[src/rtl/lc3_mem_interface.sv]
// LC-3 memory-side stage: owns MAR/MDR and runs a req/ack handshake to a
// variable-latency memory, holding the controller off via memReady.
module lc3_mem_interface #(
  parameter int ADDR_WIDTH = 16,
  parameter int DATA_WIDTH = 16,
  parameter int MAX_WAIT   = 255
) (
  input  logic                  clk,
  input  logic                  reset,
  input  logic [DATA_WIDTH-1:0] bus,
  input  logic                  ldMAR,
  input  logic                  ldMDR,
  input  logic                  selMDR,
  input  logic                  memWE,
  input  logic                  enaMDR,
  output logic [DATA_WIDTH-1:0] mdrOut,
  output logic                  mdrDrive,
  output logic                  memReady,
  output logic                  memReq,
  output logic                  memWr,
  output logic [ADDR_WIDTH-1:0] memAddr,
  output logic [DATA_WIDTH-1:0] memWData,
  input  logic [DATA_WIDTH-1:0] memRData,
  input  logic                  memAck,
  output logic                  memErr
);

  localparam int CNT_W = 16;
  localparam logic [CNT_W-1:0] LAST_WAIT = CNT_W'(MAX_WAIT - 1);

  typedef enum logic [1:0] {
    IDLE       = 2'd0,
    READ_WAIT  = 2'd1,
    WRITE_WAIT = 2'd2
  } state_e;

  state_e                state_q, state_d;
  logic [ADDR_WIDTH-1:0] mar_q, mar_d;
  logic [DATA_WIDTH-1:0] mdr_q, mdr_d;
  logic [CNT_W-1:0]      wait_cnt_q, wait_cnt_d;
  logic                  mem_req_q, mem_req_d;
  logic                  mem_wr_q, mem_wr_d;
  logic                  mem_err_q, mem_err_d;

  logic start_rd, start_wr, last_wait;

  // A write request always beats a simultaneous memory read request.
  assign start_wr  = memWE;
  assign start_rd  = ldMDR & selMDR & ~memWE;
  assign last_wait = (wait_cnt_q == LAST_WAIT);

  always_comb begin
    state_d    = state_q;
    mar_d      = mar_q;
    mdr_d      = mdr_q;
    wait_cnt_d = wait_cnt_q;
    mem_req_d  = mem_req_q;
    mem_wr_d   = mem_wr_q;
    mem_err_d  = mem_err_q;
    memReady   = 1'b1;

    unique case (state_q)
      IDLE: begin
        memReady = ~(start_rd | start_wr);
        // Loads land in the same edge as the start, so the access sees them.
        if (ldMAR) mar_d = ADDR_WIDTH'(bus);
        if (ldMDR && !selMDR) mdr_d = bus;
        if (start_wr) begin
          state_d    = WRITE_WAIT;
          mem_req_d  = 1'b1;
          mem_wr_d   = 1'b1;
          wait_cnt_d = '0;
        end else if (start_rd) begin
          state_d    = READ_WAIT;
          mem_req_d  = 1'b1;
          mem_wr_d   = 1'b0;
          wait_cnt_d = '0;
        end
      end

      READ_WAIT, WRITE_WAIT: begin
        memReady = memAck | last_wait;
        if (memAck) begin
          if (state_q == READ_WAIT) mdr_d = memRData;
          mem_req_d = 1'b0;
          state_d   = IDLE;
        end else if (last_wait) begin
          // Timeout: give up, flag it, leave MDR untouched.
          mem_err_d = 1'b1;
          mem_req_d = 1'b0;
          state_d   = IDLE;
        end else if (wait_cnt_q != {CNT_W{1'b1}}) begin
          wait_cnt_d = wait_cnt_q + CNT_W'(1);
        end
      end

      default: begin
        state_d   = IDLE;
        mem_req_d = 1'b0;
      end
    endcase
  end

  always_ff @(posedge clk) begin
    if (!reset) begin
      state_q    <= IDLE;
      mar_q      <= '0;
      mdr_q      <= '0;
      wait_cnt_q <= '0;
      mem_req_q  <= 1'b0;
      mem_wr_q   <= 1'b0;
      mem_err_q  <= 1'b0;
    end else begin
      state_q    <= state_d;
      mar_q      <= mar_d;
      mdr_q      <= mdr_d;
      wait_cnt_q <= wait_cnt_d;
      mem_req_q  <= mem_req_d;
      mem_wr_q   <= mem_wr_d;
      mem_err_q  <= mem_err_d;
    end
  end

  assign mdrOut   = mdr_q;
  assign mdrDrive = enaMDR;
  assign memReq   = mem_req_q;
  assign memWr    = mem_wr_q;
  assign memAddr  = mar_q;
  assign memWData = mdr_q;
  assign memErr   = mem_err_q;

endmodule

[config.mk]
export PLATFORM = sky130hd
export DESIGN_NAME = lc3_mem_interface
export DESIGN_NICKNAME = d
export VERILOG_FILES = /design/src/rtl/lc3_mem_interface.sv
export SDC_FILE = /design/constraint.sdc
export NUM_CORES = 1
export LEC_CHECK = 0
export BUFFER_PORTS_ARGS = -buffer_cell sky130_fd_sc_hd__clkbuf_2
export CORE_MARGIN = 5
export CORE_UTILIZATION = 45
export DETAILED_ROUTE_END_ITERATION = 10
export PLACE_DENSITY = 0.76
export SLEW_MARGIN = 20
export SYNTH_ARGS = -nofsm -noshare
export SYNTH_HDL_FRONTEND = slang
export SYNTH_SLANG_ARGS = --single-unit
export TNS_END_PERCENT = 1
[constraint.sdc]
create_clock -name clk -period 2.1 [get_ports clk]
set_clock_uncertainty 0.1 [all_clocks]
set_input_delay 0.315 -clock clk [delete_from_list [all_inputs] [get_ports clk]]
set_output_delay 0.315 -clock clk [all_outputs]
set_load 0.02 [all_outputs]
After elaboration in Yosys (flattened, before gate mapping)

Cells that the tools add are included.

Input bits: 40
Register bits: 53

$add $sub $neg: 1
Equality and inequality tests: 12
Muxes and demuxes: 23
Reductions and logical operators: 12
Bitwise logic cells: 7

Operators by type and width:

| kind                                                  | count |
|---|---|
| 2-to-1 mux 16 bit                                     | 8 |
| one-hot mux 16 bit (2 select lines)                   | 2 |
| adder 16 x 1 -> 16 bit (second input constant)        | 1 |
| equality test 16 x 8 -> 1 bit (second input constant) | 1 |
| != test 16 bit (second input constant)                | 1 |
| != test 2 bit (second input constant)                 | 6 |
| 2-to-1 mux 2 bit                                      | 4 |
| 2-to-1 mux 1 bit                                      | 6 |
| != test 3 bit (second input constant)                 | 2 |
| AND reduction 2 bit                                   | 3 |
| AND reduction 5 bit                                   | 1 |
| one-hot mux 1 bit (2 select lines)                    | 2 |
| one-hot mux 2 bit (2 select lines)                    | 1 |
| AND reduction 4 bit                                   | 1 |
| nonzero test 2 bit                                    | 2 |
| NOT 1 bit                                             | 3 |
| AND reduction 3 bit                                   | 1 |
| AND 1 bit                                             | 2 |
| equality test 2 x 1 -> 1 bit (second input constant)  | 1 |
| equality test 2 bit (second input constant)           | 1 |
| zero test 2 bit                                       | 1 |
| OR 1 bit                                              | 2 |
| OR reduction 2 bit                                    | 1 |
| logical AND 1 bit                                     | 1 |
| zero test 1 bit                                       | 1 |

Longest topological paths before layout

Gate-level depths: netlist (run 1).

Depth after elaboration: 5
Gate-level depth with buffers: 9
Gate-level depth less buffers: 7

Least setup slack after synthesis (run 1)

Ideal clock, no wire load.

Path type: register to register
Start: reg state_q[0]
End: reg wait_cnt_q[11]
Slack: 0.074 ns
Cell stages (with the launch flop): 9
Data arrival time: 1.825 ns
Setup time: 0.101 ns
Required time: 1.899 ns
Path through: dfxtp_1 inv_1 ha_1 buf_2 nand2b_1 a41oi_4 nand3_1 buf_2 o41ai_1

Cells in the longest elaborated chain, start to end: 4
Elaborated cells between the ends (all ways): 11

RTL lines:

| what                                                                       | RTL line | text |
|---|---|---|
| from (decl)                                                                | 37       | `state_e state_q, state_d;` |
| from (signal assigned)                                                     | 114      | `state_q <= state_d;` |
| equality test 2 x 1 -> 1 bit / equality test 2 bit (equally long branches) | 62       | `unique case (state_q)` |
| OR reduction 2 bit                                                         | 62       |  |
| != test 2 bit (no line) / nonzero test 2 bit (equally long branches)       | n/a      |  |
| AND reduction 5 bit (no line)                                              | n/a      |  |
| to (signal assigned)                                                       | 117      | `wait_cnt_q <= wait_cnt_d;` |
| to (decl)                                                                  | 40       | `logic [CNT_W-1:0] wait_cnt_q, wait_cnt_d;` |

Several ways; a longest one is shown, not always the timed one.
A chain may end at the register's enable or synchronous reset.

Worst setup path in the final report (run 1)

Start: reg state_q[0]
End: out memReady

Cells in the longest elaborated chain, start to end: 3
Elaborated cells between the ends (all ways): 5

RTL lines:

| what                                                                       | RTL line | text |
|---|---|---|
| equality test 2 x 1 -> 1 bit / equality test 2 bit (equally long branches) | 62       |  |
| OR reduction 2 bit                                                         | 62       |  |
| one-hot mux 1 bit (2 select lines) (*)                                     | 62       |  |
| to (decl)                                                                  | 18       | `output logic memReady,` |

Mark *: on every way between the ends. The rest lies on a longest branch, timed or not.

==> flow_metrics.env, run 1 <==
export IMPL_path_clk_slew_ps=100
export IMPL_dr_first_iter_drc_count=139
export IMPL_antenna_found_initial=0
export IMPL_htreeDepth=2
export IMPL_cts_hold_buffers=0
export IMPL_cts_sinks=53
export IMPL_synth_seq_cells=53
export IMPL_syn_to_final_growth_pct=24.8
export IMPL_synth_largest_area_cell="dfxtp_1"
export IMPL_critPathSlowestCell="dfxtp_2"
export IMPL_start_util_pct=45.5
export IMPL_ys_types=46
export IMPL_async_reset_ff_share_pct=0
export IMPL_startpoint_type="flop"
export IMPL_synthTopCellsByArea="dfxtp_1 (40%), nand2_1 (6.2%), mux2i_1 (6.0%)"
export IMPL_final_nets=437
export IMPL_worstHoldPathType="primary input to flop"
export IMPL_rr_worst_depth=6
export IMPL_syn_area_per_cell_sq_um=8.57
export IMPL_num_rows=28
export IMPL_crit_path_cell_trace="inv_1 -> ha_1 -> buf_4 -> a221o_1 -> clkbuf_8"
export IMPL_n_antenna_cell=0
export IMPL_critPathMaxStageDelay_ps=340
export IMPL_ctsLongestPathBuffers=2
export IMPL_power_total_mw=2.61
export IMPL_fin_crit_sh_pct=97.7
export IMPL_cp_startpoint="state_q[0]"
export IMPL_grt_pass1_wl_mm=11.2
export IMPL_power_leakage_nw=1.42
export IMPL_cp_data_required_time_ps=1680
export IMPL_synth_seq_area_share_pct=40.1
export IMPL_whs_ps=126
export IMPL_synth_compound_area_share_pct=22.7
export IMPL_place_congestion=0.880
export IMPL_grt_overflow=0
export IMPL_post_route_min_period_ps=2050
export IMPL_grt_max_degree=38
export IMPL_ant_nets=0
export IMPL_grt_usage_pct=18.5
export IMPL_core_region_area_sq_mm=0.00582
export IMPL_end_kind="output pin"
export IMPL_holdCritStartpoint="bus[14]"
export IMPL_io_pin_count=93
export IMPL_synth_top_family_by_area="compound AO/OA/AOI/OAI gates"
export IMPL_p_per_area_mw_per_mm2=791
export IMPL_critPathKind="flop to output pin"
export IMPL_synth_main_ff_cell="dfxtp_1"
export IMPL_wl_mm=7.03
export IMPL_die_area_sq_mm=0.00752
export IMPL_hpwl_mm=5.31
export IMPL_peakVddDrop_v=0.000447
export IMPL_setup_violations=0
export IMPL_wl_per_cell_um=15.0
export IMPL_reg2reg_from="wait_cnt_q[8]"
export IMPL_io_buffer_count=90
export IMPL_die_y_um=86.7
export IMPL_mostFrequentLayoutCell="clkbuf_2"
export IMPL_final_cell_mix="clkbuf_2 (89), dfxtp_1 (48), nand2_1 (44), nor2_1 (28), a21oi_1 (25)"
export IMPL_synth_edf_count=0
export IMPL_final_hold_viol_count=0
export IMPL_synthesis_area_sq_mm=0.00265
export IMPL_final_cell_count_no_fill=468
export IMPL_yosys_area_share_adder_pct=2.36
export IMPL_yosys_mux_area_fraction_pct=6.05
export IMPL_cts_inserted_buffers=5
export IMPL_via_per_inst=5.45
export IMPL_finalMaxSlewViolations=0
export IMPL_die_x_um=86.7
export IMPL_root_buffer="clkbuf_8"
export IMPL_worstMarginPinSlew_ps=564
export IMPL_final_util_pct=56.8
export IMPL_drv_cap=0
export IMPL_rsz0062_at_grt="true"
export IMPL_clk_latency_ps=310
export IMPL_ys_warn_count=0
export IMPL_max_freq_mhz=487
export IMPL_holdPathStages=3
export IMPL_drive_gt1_share_pct=35.6
export IMPL_path_max_fanout=5
export IMPL_syn_nets=354
export IMPL_grt_pass1_vias=2331
export IMPL_dp_cells=456
export IMPL_synthCells=309
export IMPL_status="completed"
export IMPL_arrival_ps=1640
export IMPL_tns_ps=0
export IMPL_vias=2552
export IMPL_synth_simple_gate_area_share_pct=19.0
export IMPL_drc=0
export IMPL_cts_tree="built"
export IMPL_slew_headroom_pct=62.3
export IMPL_drtPass1Iterations=4
export IMPL_synth_top_area_share_pct=40.1
export IMPL_fillers=553
export IMPL_synth_xor_area_share_pct=0
-- per-layer routing --
layer | routed length [um] | up-vias | part of all wire [%] | track usage, %
met2 | 3320 | 80 | 47 | 29.6
met5 | 0 | - | 0 | 0
met4 | 121 | 0 | 1.7 | 7.22
li1 | - | 1258 | - | -
met3 | 433 | 9 | 6.2 | 3.90
met1 | 3150 | 1205 | 45 | 24.5
-- synthesized netlist by cell type (2+ instances only) --
library cell / number
buf_2: 5
a211oi_1: 16
and4_1: 3
o21ai_0: 3
a22oi_1: 2
ha_1: 5
buf_4: 18
nand4_1: 4
a31oi_1: 2
inv_1: 9
o31ai_1: 6
and3_1: 3
dfxtp_1: 53
mux2i_1: 16
nand2_1: 44
a21oi_1: 25
nor2_1: 28
nand3_1: 8
buf_1: 2
o41ai_1: 4
clkbuf_1: 11
nand2b_1: 3
nor3_1: 2
o21ai_1: 14
a41oi_1: 2
-- cell type report --
class                           count  area (sq um)  area share, %
Timing Repair Buffer              113           644           19.5
Inverter                           10          37.5           1.14
Sequential cell                    53          1070           32.4
Clock inverter                      2          15.0          0.455
Clock buffer                        6          72.6           2.20
Tap cell                           75          93.8           2.84
Multi-Input combinational cell    209          1370           41.5
-- path summary, 6_finish.rpt --
check / endpoint / slack, ps
max: memReady / 50
min: memAddr[14] / 130
max reg2reg: wait_cnt_q[6] / 90
min reg2reg: memAddr[2] / 370
-- registers in the layout, indices dropped and copies added (netlist names) --
signal,cells
mdrOut,16
memAddr,16
wait_cnt_q,16
state_q,2
memErr,1
memReq,1
memWr,1
-- through the flow --
| stage | cell area, sq um | worst slack (ps) |
|---|---|---|
| 5_1_grt | 3300 | -69.6 |
| 2_1_floorplan | 2650 | 73.7 |
| 4_1_cts | 3270 | 6.75 |
| 3_3_place_gp | 3140 | 106 |
| 3_5_place_dp | 3140 | -3.57 |
| 6_report | 3300 | 48.1 |
-- report_power, final --
group / leakage (nW) / total, mW / switching (mW) / internal, mW
sequential: 0.437 / 1.16 / 0.0616 / 1.10
clock: 0.0374 / 0.573 / 0.338 / 0.235
combinational: 0.945 / 0.883 / 0.547 / 0.335
total: 1.42 / 2.61 / 0.947 / 1.67
-- cells by family (layout without fill, tap and decap cells) --
kind of cell,count (synthesis),after routing
AND/OR/NAND/NOR,103,103
buffers and inverters,47,131
adder cells (fa/ha/maj),5,5
flip-flops,53,53
multiplexers,16,16
AO/OA/AOI/OAI,85,85
-- what timing repair did --
action	4_1_cts	5_1_grt
setup buffers	2	2
setup endpoints to repair	3	2
hold endpoints to repair	0	0
pin swaps	4	5
gates resized for setup	10	5
-- worst max-delay path: cells and delay by family, from the launching register on --
kind	cells	cell delay [ps]
compound gates	1	330
flops	1	340
buf+inv	3	380
fa+ha+maj	1	290
Power figures use the tool's default switching activity.
==> inputs of run 2 (changes only) <==
- CELL_PAD_IN_SITES_DETAIL_PLACEMENT: unset -> 0
- CELL_PAD_IN_SITES_GLOBAL_PLACEMENT: unset -> 1
- CORE_UTILIZATION: 45 -> 32
- PLACE_DENSITY: 0.76 -> unset
- PLACE_DENSITY_LB_ADDON: unset -> 0.1
==> run 2 against run 1 <==
Worst hold slack got worse by 3.4 ps. Core utilization fell by 15 points. Largest cell class unchanged. Count of clock-buffer cells in the layout fell by 1. Critical path type unchanged. Sequential power barely moved. Design area rose by 4.1%. Register-to-register slack improved by 50 ps.
==> flow_metrics.env, run 2 (synthesis results as in run 1) <==
export IMPL_status="completed"
export IMPL_holdCritStartpoint="bus[9]"
export IMPL_post_route_min_period_ps=2050
export IMPL_ant_nets=0
export IMPL_reg2reg_from="wait_cnt_q[1]"
export IMPL_die_area_sq_mm=0.0102
export IMPL_grt_usage_pct=14.6
export IMPL_wl_per_cell_um=14.3
export IMPL_tns_ps=0
export IMPL_syn_to_final_growth_pct=29.9
export IMPL_root_buffer="clkbuf_8"
export IMPL_grt_pass1_vias=2437
export IMPL_whs_ps=123
export IMPL_slew_headroom_pct=58.2
export IMPL_r2r_slack_ps=140
export IMPL_p_per_area_mw_per_mm2=813
export IMPL_final_util_pct=42.3
export IMPL_critPathMaxStageDelay_ps=360
export IMPL_holdPathStages=3
export IMPL_final_hold_viol_count=0
export IMPL_clk_latency_ps=310
export IMPL_pre_cts_slack_ps=85.9
export IMPL_worstMarginPinSlew_ps=627
export IMPL_peakVddDrop_v=0.000309
export IMPL_dr_first_iter_drc_count=92
export IMPL_die_y_um=101
export IMPL_wl_mm=7.22
export IMPL_regToRegEndpoint="wait_cnt_q[11]"
export IMPL_path_buf_inv=3
export IMPL_startpoint_type="flop"
export IMPL_whs_endpoint="memAddr[9]"
export IMPL_place_congestion=0.748
export IMPL_cts_hold_buffers=0
export IMPL_io_buffer_count=90
export IMPL_finalMaxSlewViolations=0
export IMPL_n_antenna_cell=0
export IMPL_critPathSlowestCell="a221o_1"
export IMPL_power_total_mw=2.79
export IMPL_worstHoldPathType="primary input to flop"
export IMPL_power_leakage_nw=1.48
export IMPL_seq_area_sq_mm=0.00107
export IMPL_path_clk_slew_ps=110
export IMPL_final_nets=443
export IMPL_rsz0062_at_grt="true"
export IMPL_via_per_inst=4.85
export IMPL_cts_sinks=53
export IMPL_grt_overflow=0
export IMPL_end_kind="output pin"
export IMPL_drc=0
export IMPL_final_cell_mix="clkbuf_2 (89), dfxtp_1 (49), nand2_1 (44), nor2_1 (28), buf_4 (27)"
export IMPL_start_util_pct=32.5
export IMPL_arrival_ps=1630
export IMPL_antenna_found_initial=0
export IMPL_drive_gt1_share_pct=37.1
export IMPL_crit_path_cell_trace="inv_2 -> ha_4 -> buf_4 -> a221o_1 -> clkbuf_8"
export IMPL_drtPass1Iterations=4
export IMPL_max_freq_mhz=488
export IMPL_mostFrequentLayoutCell="clkbuf_2"
export IMPL_cts_tree="built"
export IMPL_htreeDepth=2
export IMPL_cp_data_required_time_ps=1680
export IMPL_hpwl_mm=5.40
export IMPL_fin_crit_sh_pct=97.6
export IMPL_fillers=840
export IMPL_multi_input_comb_area_sq_mm=0.00138
export IMPL_critPathKind="flop to output pin"
export IMPL_grt_max_degree=38
export IMPL_num_rows=33
export IMPL_ctsLongestPathBuffers=2
export IMPL_setup_violations=0
export IMPL_fin_ws_ps=51.4
export IMPL_io_pin_count=93
export IMPL_path_max_fanout=6
export IMPL_core_region_area_sq_mm=0.00813
export IMPL_cp_top_family="buffers and inverters"
export IMPL_die_x_um=101
export IMPL_vias=2442
export IMPL_grt_pass1_wl_mm=11.9
export IMPL_cts_inserted_buffers=5
export IMPL_rr_worst_depth=8
export IMPL_drv_cap=0
run 2: how the worst max path moves through the flow:
stage / depth (start not counted) / to / startpoint
2_1_floorplan: 8 / wait_cnt_q[11] / state_q[0]
3_3_place_gp: 7 / mdrOut[3] / state_q[0]
3_5_place_dp: 7 / mdrOut[15] / state_q[0]
4_1_cts: 7 / memReady / wait_cnt_q[0]
5_1_grt: 7 / memReady / wait_cnt_q[0]
6_report: 5 / memReady / state_q[0]
run 2: power breakdown:
part	internal, mW	switching (mW)
clock network	0.364	0.359
registers	1.10	0.0659
logic	0.361	0.549
run 2: cell type report:
type / count / share of cell area (%)
flip-flops and latches: 53 / 31.1
repair buffers: 119 / 20.4
well taps: 105 / 3.82
multi-input cells: 209 / 40.2
clock buffers: 5 / 2.00
inverters: 10 / 1.09
clock inverters: 3 / 1.38
run 2: metal layers:
layer	vias to the layer above	global-route usage, %	wire (um)	share of wire (%)
li1	1268	-	-	-
met1	1108	18.0	3200	44
met2	60	24.7	3550	49
met3	6	4.29	397	5.5
met4	0	4.09	75	1.0
met5	-	0	0	0
run 2: tightest hold or removal path, cell delays in order:
cell	delay [ps]
clkbuf_2	90
nand2_1	50
a21oi_1	50
run 2: metrics by stage:
stage / instances / cell area, sq um
6_report: 504 / 3440
5_1_grt: 504 / 3440
4_1_cts: 503 / 3410
3_5_place_dp: 492 / 3230
3_3_place_gp: 492 / 3230
2_1_floorplan: 309 / 2650
run 2: what timing repair did:
| item | 4_1_cts | 5_1_grt |
|---|---|---|
| setup buffers | 3 | 1 |
| resized for setup | 10 | 6 |
| pin swaps | 3 | 1 |
| hold endpoints to repair | 0 | 0 |
| setup endpoints to repair | 1 | 2 |
